### config.mk
export PLATFORM = sky130hd
export DESIGN_NAME = ysyx_25030085_idu_issue
export DESIGN_NICKNAME = d
export VERILOG_FILES = /design/src/rtl/ysyx_25030085_idu_issue.sv
export SDC_FILE = /design/constraint.sdc
export NUM_CORES = 1
export LEC_CHECK = 0
export BUFFER_PORTS_ARGS = -buffer_cell sky130_fd_sc_hd__buf_2
export CAP_MARGIN = 20
export CORE_MARGIN = 10
export CORE_UTILIZATION = 30
export DETAILED_ROUTE_END_ITERATION = 12
export GPL_TIMING_DRIVEN = 0
export SKIP_LAST_GASP = 1
export SYNTH_ARGS = -nofsm -noshare
export SYNTH_HDL_FRONTEND = slang
export SYNTH_SLANG_ARGS = --single-unit
### constraint.sdc
create_clock -name clk -period 4.2 [get_ports clk]
set_clock_uncertainty 0.15 [all_clocks]
set_input_delay 0.21 -clock clk [delete_from_list [all_inputs] [get_ports clk]]
set_output_delay 0.21 -clock clk [all_outputs]
set_load 0.005 [all_outputs]
### src/rtl/ysyx_25030085_idu_issue.sv
// rtl/ysyx_25030085_idu_issue.sv - RV32I registered decode/issue stage with valid/ready handshake
module ysyx_25030085_idu_issue #(
    parameter int XLEN = 32
) (
    input  logic            clk,
    input  logic            rst,
    input  logic            flush,
    input  logic            in_valid,
    output logic            in_ready,
    input  logic [XLEN-1:0] in_inst,
    input  logic [XLEN-1:0] in_pc,
    output logic            out_valid,
    input  logic            out_ready,
    output logic [XLEN-1:0] out_pc,
    output logic [4:0]      out_rs1_idx,
    output logic [4:0]      out_rs2_idx,
    output logic [4:0]      out_rd_idx,
    output logic [XLEN-1:0] out_imm,
    output logic [3:0]      out_alu_op,
    output logic            out_alu_src,
    output logic            out_reg_wen,
    output logic            out_mem_ren,
    output logic            out_mem_wen,
    output logic [2:0]      out_funct3,
    output logic            out_branch,
    output logic            out_jal,
    output logic            out_jalr,
    output logic            out_ebreak,
    output logic            out_illegal
);

    localparam logic [3:0] ALU_ADD  = 4'b0000;
    localparam logic [3:0] ALU_SUB  = 4'b1010;
    localparam logic [3:0] ALU_SLL  = 4'b0001;
    localparam logic [3:0] ALU_PCB  = 4'b1001;
    localparam logic [3:0] ALU_SLT  = 4'b0010;
    localparam logic [3:0] ALU_SLTU = 4'b0011;
    localparam logic [3:0] ALU_SRA  = 4'b0101;
    localparam logic [3:0] ALU_SRL  = 4'b0110;
    localparam logic [3:0] ALU_XOR  = 4'b0100;
    localparam logic [3:0] ALU_OR   = 4'b0111;
    localparam logic [3:0] ALU_AND  = 4'b1000;

    localparam logic [6:0] OPC_OP     = 7'b0110011;
    localparam logic [6:0] OPC_OP_IMM = 7'b0010011;
    localparam logic [6:0] OPC_LUI    = 7'b0110111;
    localparam logic [6:0] OPC_AUIPC  = 7'b0010111;
    localparam logic [6:0] OPC_JAL    = 7'b1101111;
    localparam logic [6:0] OPC_JALR   = 7'b1100111;
    localparam logic [6:0] OPC_BRANCH = 7'b1100011;
    localparam logic [6:0] OPC_LOAD   = 7'b0000011;
    localparam logic [6:0] OPC_STORE  = 7'b0100011;
    localparam logic [6:0] OPC_SYSTEM = 7'b1110011;

    localparam logic [6:0] F7_ZERO = 7'b0000000;
    localparam logic [6:0] F7_ALT  = 7'b0100000;

    // Shared funct3 -> ALU mapping for OP and OP-IMM; alt selects sub/sra
    function automatic logic [3:0] arith_op(input logic [2:0] f3, input logic alt);
        case (f3)
            3'b000:  arith_op = alt ? ALU_SUB : ALU_ADD;
            3'b001:  arith_op = ALU_SLL;
            3'b010:  arith_op = ALU_SLT;
            3'b011:  arith_op = ALU_SLTU;
            3'b100:  arith_op = ALU_XOR;
            3'b101:  arith_op = alt ? ALU_SRA : ALU_SRL;
            3'b110:  arith_op = ALU_OR;
            default: arith_op = ALU_AND;
        endcase
    endfunction

    logic [6:0]      opcode;
    logic [2:0]      funct3;
    logic [6:0]      funct7;
    logic [4:0]      rd_field;
    logic [XLEN-1:0] imm_i;
    logic [XLEN-1:0] imm_s;
    logic [XLEN-1:0] imm_b;
    logic [XLEN-1:0] imm_u;
    logic [XLEN-1:0] imm_j;
    logic [XLEN-1:0] imm_sh;

    assign opcode   = in_inst[6:0];
    assign funct3   = in_inst[14:12];
    assign funct7   = in_inst[31:25];
    assign rd_field = in_inst[11:7];
    assign imm_i    = {{20{in_inst[31]}}, in_inst[31:20]};
    assign imm_s    = {{20{in_inst[31]}}, in_inst[31:25], in_inst[11:7]};
    assign imm_b    = {{20{in_inst[31]}}, in_inst[7], in_inst[30:25], in_inst[11:8], 1'b0};
    assign imm_u    = {in_inst[31:12], 12'b0};
    assign imm_j    = {{12{in_inst[31]}}, in_inst[19:12], in_inst[20], in_inst[30:21], 1'b0};
    assign imm_sh   = {27'b0, in_inst[24:20]};

    logic            legal;
    logic            wr_class;
    logic            rs1_zero;
    logic [3:0]      d_alu_op;
    logic            d_alu_src;
    logic [XLEN-1:0] d_imm;
    logic            d_reg_wen;
    logic            d_mem_ren;
    logic            d_mem_wen;
    logic            d_branch;
    logic            d_jal;
    logic            d_jalr;
    logic            d_ebreak;
    logic [4:0]      d_rs1;

    // Decode the incoming word; illegal encodings clear every control enable
    always_comb begin
        legal     = 1'b0;
        wr_class  = 1'b0;
        rs1_zero  = 1'b0;
        d_alu_op  = ALU_ADD;
        d_alu_src = 1'b0;
        d_imm     = '0;
        d_mem_ren = 1'b0;
        d_mem_wen = 1'b0;
        d_branch  = 1'b0;
        d_jal     = 1'b0;
        d_jalr    = 1'b0;
        d_ebreak  = 1'b0;
        case (opcode)
            OPC_OP: begin
                legal    = (funct7 == F7_ZERO) ||
                           ((funct7 == F7_ALT) && ((funct3 == 3'b000) || (funct3 == 3'b101)));
                wr_class = 1'b1;
                d_alu_op = arith_op(funct3, in_inst[30]);
            end
            OPC_OP_IMM: begin
                wr_class  = 1'b1;
                d_alu_src = 1'b1;
                if (funct3 == 3'b001) begin
                    legal = (funct7 == F7_ZERO);
                    d_imm = imm_sh;
                end else if (funct3 == 3'b101) begin
                    legal = (funct7 == F7_ZERO) || (funct7 == F7_ALT);
                    d_imm = imm_sh;
                end else begin
                    legal = 1'b1;
                    d_imm = imm_i;
                end
                // bit30 is part of the immediate for addi, so only shifts look at it
                d_alu_op = arith_op(funct3, (funct3 == 3'b101) && in_inst[30]);
            end
            OPC_LUI: begin
                legal     = 1'b1;
                wr_class  = 1'b1;
                rs1_zero  = 1'b1;
                d_alu_src = 1'b1;
                d_imm     = imm_u;
            end
            OPC_AUIPC: begin
                legal     = 1'b1;
                wr_class  = 1'b1;
                d_alu_op  = ALU_PCB;
                d_alu_src = 1'b1;
                d_imm     = imm_u;
            end
            OPC_JAL: begin
                legal     = 1'b1;
                wr_class  = 1'b1;
                d_jal     = 1'b1;
                d_alu_op  = ALU_PCB;
                d_alu_src = 1'b1;
                d_imm     = imm_j;
            end
            OPC_JALR: begin
                legal     = (funct3 == 3'b000);
                wr_class  = 1'b1;
                d_jalr    = 1'b1;
                d_alu_src = 1'b1;
                d_imm     = imm_i;
            end
            OPC_BRANCH: begin
                legal     = (funct3 != 3'b010) && (funct3 != 3'b011);
                d_branch  = 1'b1;
                d_alu_op  = ALU_PCB;
                d_alu_src = 1'b1;
                d_imm     = imm_b;
            end
            OPC_LOAD: begin
                legal     = (funct3 != 3'b011) && (funct3 != 3'b110) && (funct3 != 3'b111);
                wr_class  = 1'b1;
                d_mem_ren = 1'b1;
                d_alu_src = 1'b1;
                d_imm     = imm_i;
            end
            OPC_STORE: begin
                legal     = (funct3 == 3'b000) || (funct3 == 3'b001) || (funct3 == 3'b010);
                d_mem_wen = 1'b1;
                d_alu_src = 1'b1;
                d_imm     = imm_s;
            end
            OPC_SYSTEM: begin
                legal    = (in_inst == 32'h0010_0073);
                d_ebreak = 1'b1;
            end
            default: legal = 1'b0;
        endcase
        if (!legal) begin
            wr_class  = 1'b0;
            d_alu_op  = ALU_ADD;
            d_alu_src = 1'b0;
            d_imm     = '0;
            d_mem_ren = 1'b0;
            d_mem_wen = 1'b0;
            d_branch  = 1'b0;
            d_jal     = 1'b0;
            d_jalr    = 1'b0;
            d_ebreak  = 1'b0;
        end
        d_reg_wen = wr_class && (rd_field != 5'd0);
        d_rs1     = rs1_zero ? 5'd0 : in_inst[19:15];
    end

    logic accept;

    assign in_ready = !out_valid || out_ready;
    assign accept   = in_valid && in_ready;

    // Pipeline register: reset over flush over accept over drain; hold otherwise
    always_ff @(posedge clk) begin
        if (rst) begin
            out_valid   <= 1'b0;
            out_pc      <= '0;
            out_rs1_idx <= '0;
            out_rs2_idx <= '0;
            out_rd_idx  <= '0;
            out_imm     <= '0;
            out_alu_op  <= '0;
            out_alu_src <= 1'b0;
            out_reg_wen <= 1'b0;
            out_mem_ren <= 1'b0;
            out_mem_wen <= 1'b0;
            out_funct3  <= '0;
            out_branch  <= 1'b0;
            out_jal     <= 1'b0;
            out_jalr    <= 1'b0;
            out_ebreak  <= 1'b0;
            out_illegal <= 1'b0;
        end else if (flush) begin
            out_valid <= 1'b0;
        end else if (accept) begin
            out_valid   <= 1'b1;
            out_pc      <= in_pc;
            out_rs1_idx <= d_rs1;
            out_rs2_idx <= in_inst[24:20];
            out_rd_idx  <= rd_field;
            out_imm     <= d_imm;
            out_alu_op  <= d_alu_op;
            out_alu_src <= d_alu_src;
            out_reg_wen <= d_reg_wen;
            out_mem_ren <= d_mem_ren;
            out_mem_wen <= d_mem_wen;
            out_funct3  <= funct3;
            out_branch  <= d_branch;
            out_jal     <= d_jal;
            out_jalr    <= d_jalr;
            out_ebreak  <= d_ebreak;
            out_illegal <= !legal;
        end else if (out_ready) begin
            out_valid <= 1'b0;
        end
    end

endmodule

==> flow_summary_export.csv <==
group,metric,value,unit
logic_synthesis,syn_nets,587,
logic_synthesis,ys_seq_area_share,46.0,%
place,routabilityCongestion,0.908,
detailed_routing,vias,4446,
logic_synthesis,synth_edf_count,0,
place,dp_cells,862,
finish,area_growth,41.2,%
sta,worst_slew_pin_slew,0.718,ns
sta,period_share,57.8,%
worst_setup_path,ff2ff_setup_slack,1.86,ns
floorplan,start_util,30.4,%
detailed_routing,drc,0,
logic_synthesis,ys_ff_latch,96,
detailed_routing,avgViaCountPerCell,4.86,
cts,clock_path_buffers,2,
grt,grt_max_degree,14,
detailed_routing,first_pass_iters,4,
sta,clock.fmax,412,MHz
hold_path,hold_path.class,"in -> reg",
worst_setup_path,timing.rr.end,"out_jalr",
cts,h-tree-depth,3,
sta,maxSlewHeadroom,51.8,%
sta,fin_tns_setup,0,ns
floorplan,io_pins,166,
cts,cts_sinks,96,
grt,grt_pass1_vias,4442,
detailed_routing,ant_nets,0,
worst_setup_path,startpoint_type,"input pin",
job,drv_cap,0,
sta,rsz0062_at_grt,"false",
worst_setup_path,critPathArrivalTime,2.57,ns
floorplan,rows,43,
finish,layout-drive-gt1-share,29.7,%
place,placed_cell_area,5230,um^2
floorplan,core_area,13800,um^2
floorplan,dieArea,19100,um^2
power,leakage,2.48,nW
logic_synthesis,synthDistinctLibCells,52,
cts,cts_resized,0,
cts,cts_root_buf,"clkbuf_16",
grt,grt-ovfl-total,0,
sta,hold_viol,0,
logic_synthesis,synth_warnings,0,
grt,grt_usage,15.9,%
worst_setup_path,path_class,"in -> reg",
sta,maxSlewViolCount,0,
logic_synthesis,syn_area,4180,um^2
hold_path,min_from,"in_inst[22]",
worst_setup_path,crit_fanout,8,
logic_synthesis,async_reset_ff_share,0,%
cts,numCtsBuffers,9,
logic_synthesis,synthFlopType,"dfxtp_1",
finish,post-route-util,42.8,%
worst_setup_path,crit_path_end_kind,"register",
detailed_routing,routed_wl,16000,um
cts,tritoncts,"built",
worst_setup_path,rr_worst_depth,5,
finish,n_antenna_cell,0,
logic_synthesis,syn_avg_cell_area,8.07,um^2
worst_setup_path,rr_startpoint,"out_valid",
grt,grt_pass1_wl,24800,um
detailed_routing,wl_per_cell,17.5,um
finish,final_area,5900,um^2
place,portBuffers,164,
hold_path,min_to,"out_rs2_idx[2]",
power,p_per_area,336,nW/um^2
finish,layout.cells.non_filler,915,
cts,clk_latency,0.35,ns
power,irDropWorstVdd,0.236,mV
floorplan,die_w,138,um
hold_path,whs_path_depth,3,
grt,antenna_found_initial,0,
sta,finalSetupViolCount,0,
status,status,"finished clean",
sta,post-route-min-period,2.43,ns
place,dp_hpwl,11800,um
finish,n_fill_cell,1483,
finish,nets,803,
floorplan,fp.dieH,138,um
cts,clk_pin_slew,0.06,ns
detailed_routing,drt_iter0_drc,204,
worst_setup_path,critPathRequiredTime,4.34,ns
logic_synthesis,synth_cells,518,
cells in the mapped netlist, types with 2 or more instances:
master | count | area share [%]
nand4_1 | 3 | 0.45
dfxtp_1 | 96 | 46
o21ai_0 | 5 | 0.60
nor4bb_1 | 2 | 0.48
nor3_1 | 7 | 0.84
and3_1 | 3 | 0.45
and2_1 | 3 | 0.45
o31ai_1 | 6 | 1.1
a21oi_1 | 76 | 9.1
nor2b_1 | 3 | 0.45
a21boi_1 | 2 | 0.36
o21ai_1 | 20 | 2.4
nand3_1 | 18 | 2.2
buf_6 | 4 | 1.1
o211ai_1 | 2 | 0.36
nor4_1 | 2 | 0.30
clkbuf_1 | 26 | 2.3
a22oi_1 | 5 | 0.90
nand2_1 | 151 | 14
nor2_1 | 15 | 1.3
buf_2 | 8 | 0.96
nor4b_1 | 3 | 0.63
nor3b_1 | 2 | 0.36
o31ai_2 | 22 | 6.6
nand3b_1 | 3 | 0.54
nand2b_1 | 5 | 0.75
stage by stage:
| stage | power [W] | setup slack, ns | hold WS, ns |
|---|---|---|---|
| 2_1_floorplan | 0.00107 | 2.36 | 0.139 |
| 5_1_grt | 0.00206 | 1.59 | 0.0147 |
| 3_3_place_gp | 0.00118 | 1.80 | 0.280 |
| 6_report | 0.00198 | 1.77 | 0.0129 |
| 4_1_cts | 0.00200 | 1.67 | 0.00266 |
| 3_5_place_dp | 0.00118 | 1.76 | 0.287 |
cell type report:
type	count	area [um^2]	area share (%)
multi-input combinational	381	2060	34.9
clock buffer	10	229	3.88
inverter	2	7.51	0.127
clock inverter	2	35.0	0.594
buffer	39	190	3.22
tap	180	225	3.82
timing repair buffer	205	1230	20.9
sequential	96	1920	32.6
power breakdown:
| part | switching (W) | total (W) | internal (W) |
|---|---|---|---|
| clock network | 0.000342 | 0.000790 | 0.000448 |
| logic | 0.000144 | 0.000248 | 0.000104 |
| registers | 0.0000111 | 0.000945 | 0.000934 |
| total | 0.000498 | 0.00198 | 0.00149 |
routing by layer:
metal	vias to the layer above	part of all wire (%)	global-route usage [%]
li1	2224	-	-
met1	2042	44	18.9
met5	-	0	0
met4	0	1.4	4.61
met3	15	8.1	6.30
met2	165	47	26.0
what timing repair did:
item / in CTS / in global routing
endpoints found under the hold margin: 40 / 0
hold buffers: 41 / 0
buffers inserted: 0 / 0
flip-flops by register name (all words and copies together) (netlist names), 3 cells and up:
register and count:
out_rs2_idx 5, out_imm 32, out_rs1_idx 5, out_alu_op 4, out_rd_idx 5, out_funct3 3, out_pc 32
how the worst max path moves through the flow:
stage / depth (start not counted) / start / end / slack (ns)
after floorplan: 7 / out_valid / out_imm[13] / 2.36
after global placement: 5 / out_valid / out_jalr / 1.80
after detailed placement: 6 / out_valid / out_imm[13] / 1.76
after CTS: 7 / flush / out_imm[13] / 1.67
after global routing: 7 / flush / out_imm[3] / 1.59
final: 6 / flush / out_jalr / 1.77
logic make-up after synthesis:
| kind of cell | count (synthesis) | synth area share, % |
|---|---|---|
| AND/OR/NAND/NOR | 228 | 24.4 |
| AO/OA/AOI/OAI | 152 | 24.7 |
| flip-flops | 96 | 46.0 |
| buffers and inverters | 41 | 4.73 |
| XOR/XNOR | 1 | 0.210 |
cell usage in the layout, fill, tap and decap left out, drive strengths merged, types with 2 or more instances in the layout:
cell / n
o31ai: 28
nor4b: 3
inv: 2
a21boi: 2
nand3: 18
clkbuf: 36
nand2b: 5
a22oi: 5
o2111ai: 2
nor3b: 3
nand2: 152
nor2b: 3
and3: 3
a21oi: 76
dfxtp: 96
o21ai: 25
buf: 177
a211oi: 2
dlygate4sd3: 41
nand4: 3
and2: 3
nor4: 2
o211ai: 2
nand3b: 4
nor2: 16
nor4bb: 2
nor3: 7
worst max-delay path: stages:
cell	delay, ns
dlygate4sd3_1	0.55
buf_2	0.15
nor3b_2	0.61
nand2b_1	0.41
or4_1	0.51
o21ai_1	0.12
Power figures use the tool's default switching activity.
